--- src/rtl/preadd_port_bd_pkg.sv ---
// Shared definitions for the B/D pre-adder input port.
//  - B_INPUT selector strings (stage-0 source: B or BCIN)
//  - opmode_t: the two opcode bits the port consumes (OPMODE4 pre-add select, OPMODE6 subtract)
//  - sat_limit(): signed saturation bound for a given width, returned in the low bits of 48
package preadd_port_bd_pkg;

  localparam string BInputDirect  = "DIRECT";
  localparam string BInputCascade = "CASCADE";

  typedef struct packed {
    logic sub;     // OPMODE6: 1 -> D - B, 0 -> D + B
    logic preadd;  // OPMODE4: 1 -> B1 takes the pre-adder result
  } opmode_t;

  // Largest positive (negative=0) or most negative (negative=1) two's-complement value of
  // `width` bits. Only bits [width-1:0] of the result are meaningful.
  function automatic logic [47:0] sat_limit(int unsigned width, logic negative);
    logic [47:0] lim;
    lim            = '0;
    lim[width-1]   = 1'b1;
    if (!negative) lim = lim - 48'd1;
    return lim;
  endfunction

endpackage

--- src/rtl/preadd_port_bd_pipe_reg.sv ---
// DEPTH-stage register chain with clock enable, synchronous clear and asynchronous reset.
// DEPTH = 0 degenerates to a wire.
//  clk_i  : rising-edge clock
//  rst_ni : asynchronous active-low reset, clears every stage
//  ce_i   : stage enable; 0 holds all stages
//  clr_i  : synchronous clear of all stages, takes effect only when ce_i = 1
//  d_i    : chain input
//  q_o    : chain output (last stage)
module preadd_port_bd_pipe_reg #(
  parameter int unsigned W     = 1,
  parameter int unsigned DEPTH = 1
) (
  input  logic         clk_i,
  input  logic         rst_ni,
  input  logic         ce_i,
  input  logic         clr_i,
  input  logic [W-1:0] d_i,
  output logic [W-1:0] q_o
);

  if (DEPTH == 0) begin : g_wire
    logic unused_ctrl;
    assign unused_ctrl = ^{clk_i, rst_ni, ce_i, clr_i};
    assign q_o         = d_i;
  end else begin : g_regs
    logic [DEPTH-1:0][W-1:0] stage_q, stage_d;

    always_comb begin
      stage_d = stage_q;
      if (clr_i) begin
        stage_d = '0;
      end else begin
        stage_d[0] = d_i;
        for (int unsigned i = 1; i < DEPTH; i++) begin
          stage_d[i] = stage_q[i-1];
        end
      end
    end

    always_ff @(posedge clk_i or negedge rst_ni) begin
      if (!rst_ni) begin
        stage_q <= '0;
      end else if (ce_i) begin
        stage_q <= stage_d;
      end
    end

    assign q_o = stage_q[DEPTH-1];
  end

endmodule

--- src/rtl/preadd_port_bd.sv ---
// Parametrised B/D input port with wrap/saturate pre-adder feeding the multiplier B operand.
//  clk_i        : rising-edge clock
//  rst_ni       : asynchronous active-low reset of every register
//  b_i, bcin_i  : direct / cascade B operand (B_INPUT picks one at elaboration)
//  d_i          : pre-adder D operand
//  opmode4_i    : 1 -> B1 = pre-add result, 0 -> B1 = B path
//  opmode6_i    : 1 -> D - B, 0 -> D + B
//  ce_i         : pipeline enable, freezes data and valid together
//  rstb_i       : sync clear of B input stages, B1 and OVF (gated by ce_i)
//  rstd_i       : sync clear of D input stages (gated by ce_i)
//  in_vld_i     : input sample valid
//  out_b1_o     : result to multiplier; bcout_o is an identical cascade copy
//  ovf_o        : carry/borrow (wrap) or saturation flag, aligned with out_b1_o
//  out_vld_o    : in_vld_i delayed by IN_DEPTH + B1REG enabled cycles
module preadd_port_bd
  import preadd_port_bd_pkg::*;
#(
  parameter int unsigned WIDTH     = 18,
  parameter string       B_INPUT   = "DIRECT",
  parameter int unsigned IN_DEPTH  = 1,
  parameter int unsigned B1REG     = 1,
  parameter int unsigned OPMODEREG = 1,
  parameter int unsigned SATURATE  = 0
) (
  input  logic             clk_i,
  input  logic             rst_ni,
  input  logic [WIDTH-1:0] b_i,
  input  logic [WIDTH-1:0] bcin_i,
  input  logic [WIDTH-1:0] d_i,
  input  logic             opmode4_i,
  input  logic             opmode6_i,
  input  logic             ce_i,
  input  logic             rstb_i,
  input  logic             rstd_i,
  input  logic             in_vld_i,
  output logic [WIDTH-1:0] out_b1_o,
  output logic [WIDTH-1:0] bcout_o,
  output logic             ovf_o,
  output logic             out_vld_o
);

  // With no input stages there is nothing to align the opcode with, so it stays combinational.
  localparam int unsigned OpDepth = (OPMODEREG != 0 && IN_DEPTH != 0) ? 1 : 0;
  localparam int unsigned Lat     = IN_DEPTH + B1REG;

  logic [WIDTH-1:0] b_src, b_s, d_s;
  logic [WIDTH-1:0] preadd_res, b1_in;
  logic             preadd_ovf, ovf_in;
  opmode_t          op_in, op_s;

  if (B_INPUT == BInputCascade) begin : g_cascade
    logic unused_b;
    assign unused_b = ^b_i;
    assign b_src    = bcin_i;
  end else begin : g_direct
    logic unused_bcin;
    assign unused_bcin = ^bcin_i;
    assign b_src       = b_i;
  end

  preadd_port_bd_pipe_reg #(.W(WIDTH), .DEPTH(IN_DEPTH)) u_b_pipe (
    .clk_i (clk_i),
    .rst_ni(rst_ni),
    .ce_i  (ce_i),
    .clr_i (rstb_i),
    .d_i   (b_src),
    .q_o   (b_s)
  );

  preadd_port_bd_pipe_reg #(.W(WIDTH), .DEPTH(IN_DEPTH)) u_d_pipe (
    .clk_i (clk_i),
    .rst_ni(rst_ni),
    .ce_i  (ce_i),
    .clr_i (rstd_i),
    .d_i   (d_i),
    .q_o   (d_s)
  );

  // Opcode register sits beside the last input stage; reset value 0 = B bypass with add.
  assign op_in = '{sub: opmode6_i, preadd: opmode4_i};

  preadd_port_bd_pipe_reg #(.W($bits(opmode_t)), .DEPTH(OpDepth)) u_op_pipe (
    .clk_i (clk_i),
    .rst_ni(rst_ni),
    .ce_i  (ce_i),
    .clr_i (1'b0),
    .d_i   (op_in),
    .q_o   (op_s)
  );

  if (SATURATE != 0) begin : g_sat
    localparam logic [47:0]      SatMaxFull = sat_limit(WIDTH, 1'b0);
    localparam logic [47:0]      SatMinFull = sat_limit(WIDTH, 1'b1);
    localparam logic [WIDTH-1:0] SatMax     = SatMaxFull[WIDTH-1:0];
    localparam logic [WIDTH-1:0] SatMin     = SatMinFull[WIDTH-1:0];
    logic [WIDTH:0] sum;

    always_comb begin
      sum = op_s.sub ? ({d_s[WIDTH-1], d_s} - {b_s[WIDTH-1], b_s})
                     : ({d_s[WIDTH-1], d_s} + {b_s[WIDTH-1], b_s});
      preadd_res = sum[WIDTH-1:0];
      preadd_ovf = 1'b0;
      // Signed overflow shows as disagreement between the extra sign bit and the result MSB.
      if (sum[WIDTH] != sum[WIDTH-1]) begin
        preadd_ovf = 1'b1;
        preadd_res = sum[WIDTH] ? SatMin : SatMax;
      end
    end
  end else begin : g_wrap
    logic [WIDTH:0] sum;

    always_comb begin
      sum = op_s.sub ? ({1'b0, d_s} - {1'b0, b_s}) : ({1'b0, d_s} + {1'b0, b_s});
      // Bit WIDTH is the carry for add and the borrow for subtract.
      preadd_res = sum[WIDTH-1:0];
      preadd_ovf = sum[WIDTH];
    end
  end

  assign b1_in  = op_s.preadd ? preadd_res : b_s;
  assign ovf_in = op_s.preadd & preadd_ovf;

  preadd_port_bd_pipe_reg #(.W(WIDTH + 1), .DEPTH(B1REG)) u_b1_pipe (
    .clk_i (clk_i),
    .rst_ni(rst_ni),
    .ce_i  (ce_i),
    .clr_i (rstb_i),
    .d_i   ({ovf_in, b1_in}),
    .q_o   ({ovf_o, out_b1_o})
  );

  preadd_port_bd_pipe_reg #(.W(1), .DEPTH(Lat)) u_vld_pipe (
    .clk_i (clk_i),
    .rst_ni(rst_ni),
    .ce_i  (ce_i),
    .clr_i (1'b0),
    .d_i   (in_vld_i),
    .q_o   (out_vld_o)
  );

  assign bcout_o = out_b1_o;

endmodule

--- config.mk ---
export PLATFORM = sky130hd
export DESIGN_NAME = preadd_port_bd
export DESIGN_NICKNAME = d
export VERILOG_FILES = /design/src/rtl/preadd_port_bd_pkg.sv /design/src/rtl/preadd_port_bd_pipe_reg.sv /design/src/rtl/preadd_port_bd.sv
export SDC_FILE = /design/constraint.sdc
export NUM_CORES = 1
export LEC_CHECK = 0
export BUFFER_PORTS_ARGS = -buffer_cell sky130_fd_sc_hd__buf_2
export CORE_MARGIN = 4
export CORE_UTILIZATION = 40
export DETAILED_ROUTE_END_ITERATION = 16
export GPL_ROUTABILITY_DRIVEN = 0
export PLACE_DENSITY = 0.59
export SYNTH_ARGS = -nofsm -noshare
export SYNTH_HDL_FRONTEND = slang
export SYNTH_HIERARCHICAL = 1
export SYNTH_SLANG_ARGS = --single-unit
--- constraint.sdc ---
create_clock -name clk_i -period 4.15 [get_ports clk_i]
set_input_delay 1.245 -clock clk_i [delete_from_list [all_inputs] [get_ports clk_i]]
set_output_delay 1.245 -clock clk_i [all_outputs]
set_load 0.05 [all_outputs]
Word-level counts from Yosys, hierarchy flattened

Cells that the tools add are included.

$add $sub $neg: 2
Mux-type cells: 5
Bitwise operators: 1

Operator list:

| operator         | number |
|---|---|
| $mux W18         | 3 |
| $mux W19         | 2 |
| $add A18 B18 Y19 | 1 |
| $sub A18 B18 Y19 | 1 |
| $and A1 B1 Y1    | 1 |

Bits in registers: 59
Bits of input ports: 62
Output and inout port bits: 38
Word-level logic and storage cells: 14

Depth between registers and ports, before layout

Depth after elaboration: 4
Gate-level depth with buffers: 16
Depth with buffers taken out: 15

Modules after synthesis

Netlist, hierarchy kept.

Modules (own cells, without submodules):

| module                                   | times used | cells an instance | area each (um^2) | sequential area each (um^2) |
|---|---|---|---|---|
| preadd_port_bd_pipe_reg at u_b_pipe ...  | 2          | 77                | 874.6            | 450.4 |
| preadd_port_bd                           | 1          | 240               | 1687.9           | 0.0 |
| preadd_port_bd_pipe_reg at u_b1_pipe     | 1          | 81                | 847.1            | 475.5 |
| preadd_port_bd_pipe_reg at u_op_pipe ... | 2          | 8                 | 82.6             | 50.0 |

Least setup slack after synthesis

Ideal clock, no wire load.

Kind: register to register
Start: register u_b_pipe.g_regs.stage_q (netlist bit u_b_pipe/q_o[3])
End: register u_b1_pipe.g_regs.stage_q (netlist bit u_b1_pipe/q_o[15])
Setup time: 121 ps
Arrival: 3120 ps
Data required time: 4029 ps
Slack: 909 ps
Cell stages (with the launch flop): 15
Path buffers: 1
Period minus slack after synthesis: 3241 ps
Cell sequence: dfrtp_1 nor3_1 and3_1 clkbuf_1 a21oi_1 xnor2_1 ha_1 a21o_1 a221o_2 a31oi_4 o21ai_2 or3_1 a31o_1 nand3b_1 o21ai_1

Longest elaborated chain between the ends: 4
Elaborated cells on any way between the ends: 5
Classes of those cells: add/sub (2); mux (3)

RTL lines:

| what                                                 | RTL line                      | text |
|---|---|---|
| start, declared                                      | preadd_port_bd_pipe_reg.sv:26 | `logic [DEPTH-1:0][W-1:0] stage_q, stage_d;` |
| start signal, assigned                               | preadd_port_bd_pipe_reg.sv:44 | `stage_q <= stage_d;` |
| $add A18 B18 Y19 or $sub A18 B18 Y19 (tied branches) | preadd_port_bd.sv:113         | `sum = op_s.sub ? ({1'b0, d_s} - {1'b0, b_s}) : ({1'b0, d_s} + {1'b0, b_s});` |
| $mux W19 (*)                                         | preadd_port_bd.sv:113         |  |
| $mux W18 (*)                                         | preadd_port_bd.sv:120         | `assign b1_in = op_s.preadd ? preadd_res : b_s;` |
| via b1_in[15]                                        | preadd_port_bd.sv:47          | `logic [WIDTH-1:0] preadd_res, b1_in;` |
| $mux W19 (*)                                         | preadd_port_bd_pipe_reg.sv:30 | `if (clr_i) begin` |
| end signal, assigned                                 | preadd_port_bd_pipe_reg.sv:44 |  |
| end, declared                                        | preadd_port_bd_pipe_reg.sv:26 |  |

The timed path passes the listed nets; every way through them passes the cells marked *.
A chain may end at the register's enable or synchronous reset.

Worst setup path in the final report

Same ends and word-level chain as after synthesis.

==> impl_results.md <==
* Antenna violation net count after detailed routing at 0
* First-pass GRT wire length at 16,700 µm
* Hold Fails Final Rpt at 0
* Avg Cell Area, Syn at between 9 and 10 µm²
* GRT Residual Overflow at 0
* 1st-pass router iterations at 4
* Vias in the first global route at ~3,400
* Clk_skew at 0.0116 ns
* CTS tree: done
* #FFs+latches synth at 59
* Clk_lat worst skew at between 0.3 and 0.4 ns
* CP endpoint kind: flip-flop
* Crit-path cells: nor3_1, and3_1, a21oi_1, xnor2_1, ha_1, and2_1, a221o_2, a31oi_4, o21ai_2, or3_1, a31o_1, nand3b_1, o21ai_1
* Share of layout cells above drive strength 1 at 0.246
* Antenna violations before repair at 0
* Die Y-Extent at ~110 µm
* Clock network power share at 0.285
* Ys flop type: dfrtp_1
* DRT iter0 DRCs at roughly 130
* Synth top area cells: dfrtp_1 33%, nand3b_1 9.3%, inv_1 6.1%
* Total track usage at 0.162
* Number of remaining DRC errors at 0
* Reg2reg setup slack at 0.44 ns
* Max-slew headroom at 0.318
* ANT cells at 0
* Reg2reg path depth at 13
* PostCTS Resize Cnt at 0
* Setup Viol. Count Final at 0
* Post-synth EDFFs at 0
* Peak VDD IR at 0.000187 V
* Maximum clock frequency at around 270 MHz
* Yosys top cell area share at 0.332
* Crit path max fanout at 7
* Worst EP arrival at 3.91 ns
* Final worst-path cycle share at 0.894
* Clock sinks at just under 60
* Hold Crit Depth at 2
* Crit path time final at 3.71 ns
* Pwr dens at approximately 430 nW/µm²
* Area Overhead vs Synth at 10.8%
* Area leader, netlist: dfrtp_1
* Nets@finish at around 630
* Htree depth at 3
* Buffers on Ports at between 80 and 90
* Placed wire-length estimate at about 7400 µm
* Worst-Margin Slew at 1.02 ns
* Leak at roughly 2.3 nW
* Sequential Power Share at 0.326
* Core area at roughly 11,000 µm²
* Max-cap violation count at 0
* Gate Count Post-Synth at 491
* Sequential share of the synthesized area at 0.332
* RSZ-0062 raised after global routing: false
* Post-route cell area at roughly 4900 µm²
* Drt via density at roughly 5
* Clk root buf: clkbuf_8
* DP Area at ~4700 µm²
* Crit-path leading delay family: simple AND/OR/NAND/NOR gates
* Hold Startpoint: u_vld_pipe/g_regs.stage_q[0]$_DFFE_PN0P_
* Reg-to-Reg Start: u_b_pipe/q_o[3]$_DFFE_PN0P_
* Area of the die at between 10,000 and 15,000 µm²
* Slowest cell on crit path: dfrtp_1
* Hold Crit Class: flip-flop to flip-flop
* FP Rows at 38
* Hold Path Sink: u_vld_pipe/g_regs.stage_q[0]$_DFFE_PN0P_
* Sw Share at 0.386
* Post-Route WL at approximately 10,000 µm
* Setup TNS at 0 ns
* Io pins at 100
* Final hold slack at between 0.5 and 0.6 ns
* Reg clk slew, reported paths at ~0.07 ns
* Pins Over Slew Limit at 0
* Largest net degree at the start of global routing at 62
* Wirelength per Cell at roughly 15 µm
* FF-to-FF End: u_b1_pipe/q_o[15]$_DFFE_PN0P_
* Critical path startpoint category: flip-flop
* Synthesized cell area at approximately 4400 µm²
* Clk buf depth at 2
* Status: finished clean
* Vias at 3,535
* Crit path buf inv count at 0
* Ys async rst share at 1.00
* Starting density of the core at 0.410
* Syn. warnings at 6
* Internal Pwr Total at around 1.3 mW
* CP max stage delay at 0.43 ns
* Post-CTS Hold Buffers at 0
* CTS Buf Count at 9
* NetSw at ~800 µW
* Post-CTS Setup Inserts at 0
* Levels on crit path at 13
* Die width at 113 µm
* Yosys cell types at 55
* Crit Path Class: flip-flop to flip-flop
* Power share of the combinational group at 0.389
* Worst Path Required at 4.35 ns
layout make-up:
cell class / count / area (µm²)
clock inverters: 4 / 72.6
repair buffers: 83 / 435
fillers: 1080 / 5910
inverters: 72 / 270
flip-flops and latches: 59 / 1480
well taps: 140 / 175
clock buffers: 12 / 155
multi-input cells: 322 / 2340
cell usage in the layout (no fill, tap or decap), drive strengths merged, types with 6 or more instances in the layout:
cell type	synthesis	layout
inv	72	72
buf	33	83
dfrtp	59	59
ha	19	19
a31oi	7	7
nand2	11	11
nor2	17	17
nand3b	59	59
a21o	6	6
o21ai	76	76
a21oi	23	23
nor3	8	8
xnor2	23	23
clkbuf	8	12
logic make-up (layout without fill, tap and decap cells):
| family | count (synthesis) | count (layout) | share of synthesized area |
|---|---|---|---|
| XOR/XNOR | 24 | 24 | 0.0472 |
| multiplexers | 9 | 9 | 0.0214 |
| AND/OR/NAND/NOR | 123 | 123 | 0.184 |
| flip-flops | 59 | 59 | 0.332 |
| other | 1 | 4 | 0.000843 |
| adder cells (fa/ha/maj) | 20 | 20 | 0.0579 |
| buffers and inverters | 113 | 171 | 0.144 |
| AO/OA/AOI/OAI | 142 | 142 | 0.213 |
synth_stat cells, types with 5 or more instances:
cell type and instances:
inv_1 72, a21o_1 6, o21bai_1 5, o21ai_0 26, xnor2_1 23, nor3_1 8
dfrtp_1 59, o21ai_2 22, o21ai_1 28, ha_1 19, a31oi_1 6, buf_6 10
clkbuf_1 7, and3_1 5, nand3b_1 55, a21oi_1 23, nand2_1 11, nor2_1 16
mux2i_1 5, buf_4 18
stage by stage:
step	instances	utilization	total power, mW	setup WS (ns)
2_1_floorplan	494	-	1.37	0.909
3_3_place_gp	676	0.434	1.50	0.573
3_5_place_dp	676	0.434	1.52	0.498
4_1_cts	692	0.455	2.14	0.472
5_1_grt	692	0.455	2.25	0.205
6_report	692	0.455	2.11	0.441
power groups by stage:
stage	Clock (mW)	Combinational, mW	Sequential [mW]
floorplan	0	0.611	0.757
global placement	0	0.808	0.697
detailed placement	0	0.818	0.699
CTS	0.624	0.823	0.689
global route	0.643	0.908	0.696
finish	0.601	0.822	0.688
layer usage:
layer  track usage  wire length, µm
met4        0.0425              161
met2         0.278             5030
met5             0                0
met3        0.0398              441
met1         0.204             4470
registers in the layout (all words and copies together), names as in the netlist:
signal / cells
u_vld_pipe/g_regs.stage_q: 1
u_op_pipe/q_o: 2
u_b_pipe/q_o: 18
u_vld_pipe/q_o: 1
u_b1_pipe/q_o: 19
u_d_pipe/q_o: 18
worst register-to-register path, delay by kind of cell (launching register included):
family          cells  cell delay (ns)
simple gates        5             1.42
compound gates      6             1.14
fa+ha+maj           1             0.35
flops               1             0.43
xor+xnor            1             0.24
how the worst max path moves through the flow:
stage / slack (ns) / endpoint / startpoint
after detailed placement: 0.50 / u_b1_pipe/q_o[18]$_DFFE_PN0P_ / u_b_pipe/q_o[8]$_DFFE_PN0P_
after global routing: 0.21 / u_b1_pipe/q_o[18]$_DFFE_PN0P_ / u_b_pipe/q_o[8]$_DFFE_PN0P_
after CTS: 0.47 / u_b1_pipe/q_o[15]$_DFFE_PN0P_ / u_b_pipe/q_o[3]$_DFFE_PN0P_
after global placement: 0.57 / u_b1_pipe/q_o[15]$_DFFE_PN0P_ / u_b_pipe/q_o[3]$_DFFE_PN0P_
final: 0.44 / u_b1_pipe/q_o[15]$_DFFE_PN0P_ / u_b_pipe/q_o[3]$_DFFE_PN0P_
after floorplan: 0.91 / u_b1_pipe/q_o[15]$_DFFE_PN0P_ / u_b_pipe/q_o[3]$_DFFE_PN0P_
Note: power is estimated with default switching activity, not from simulation.
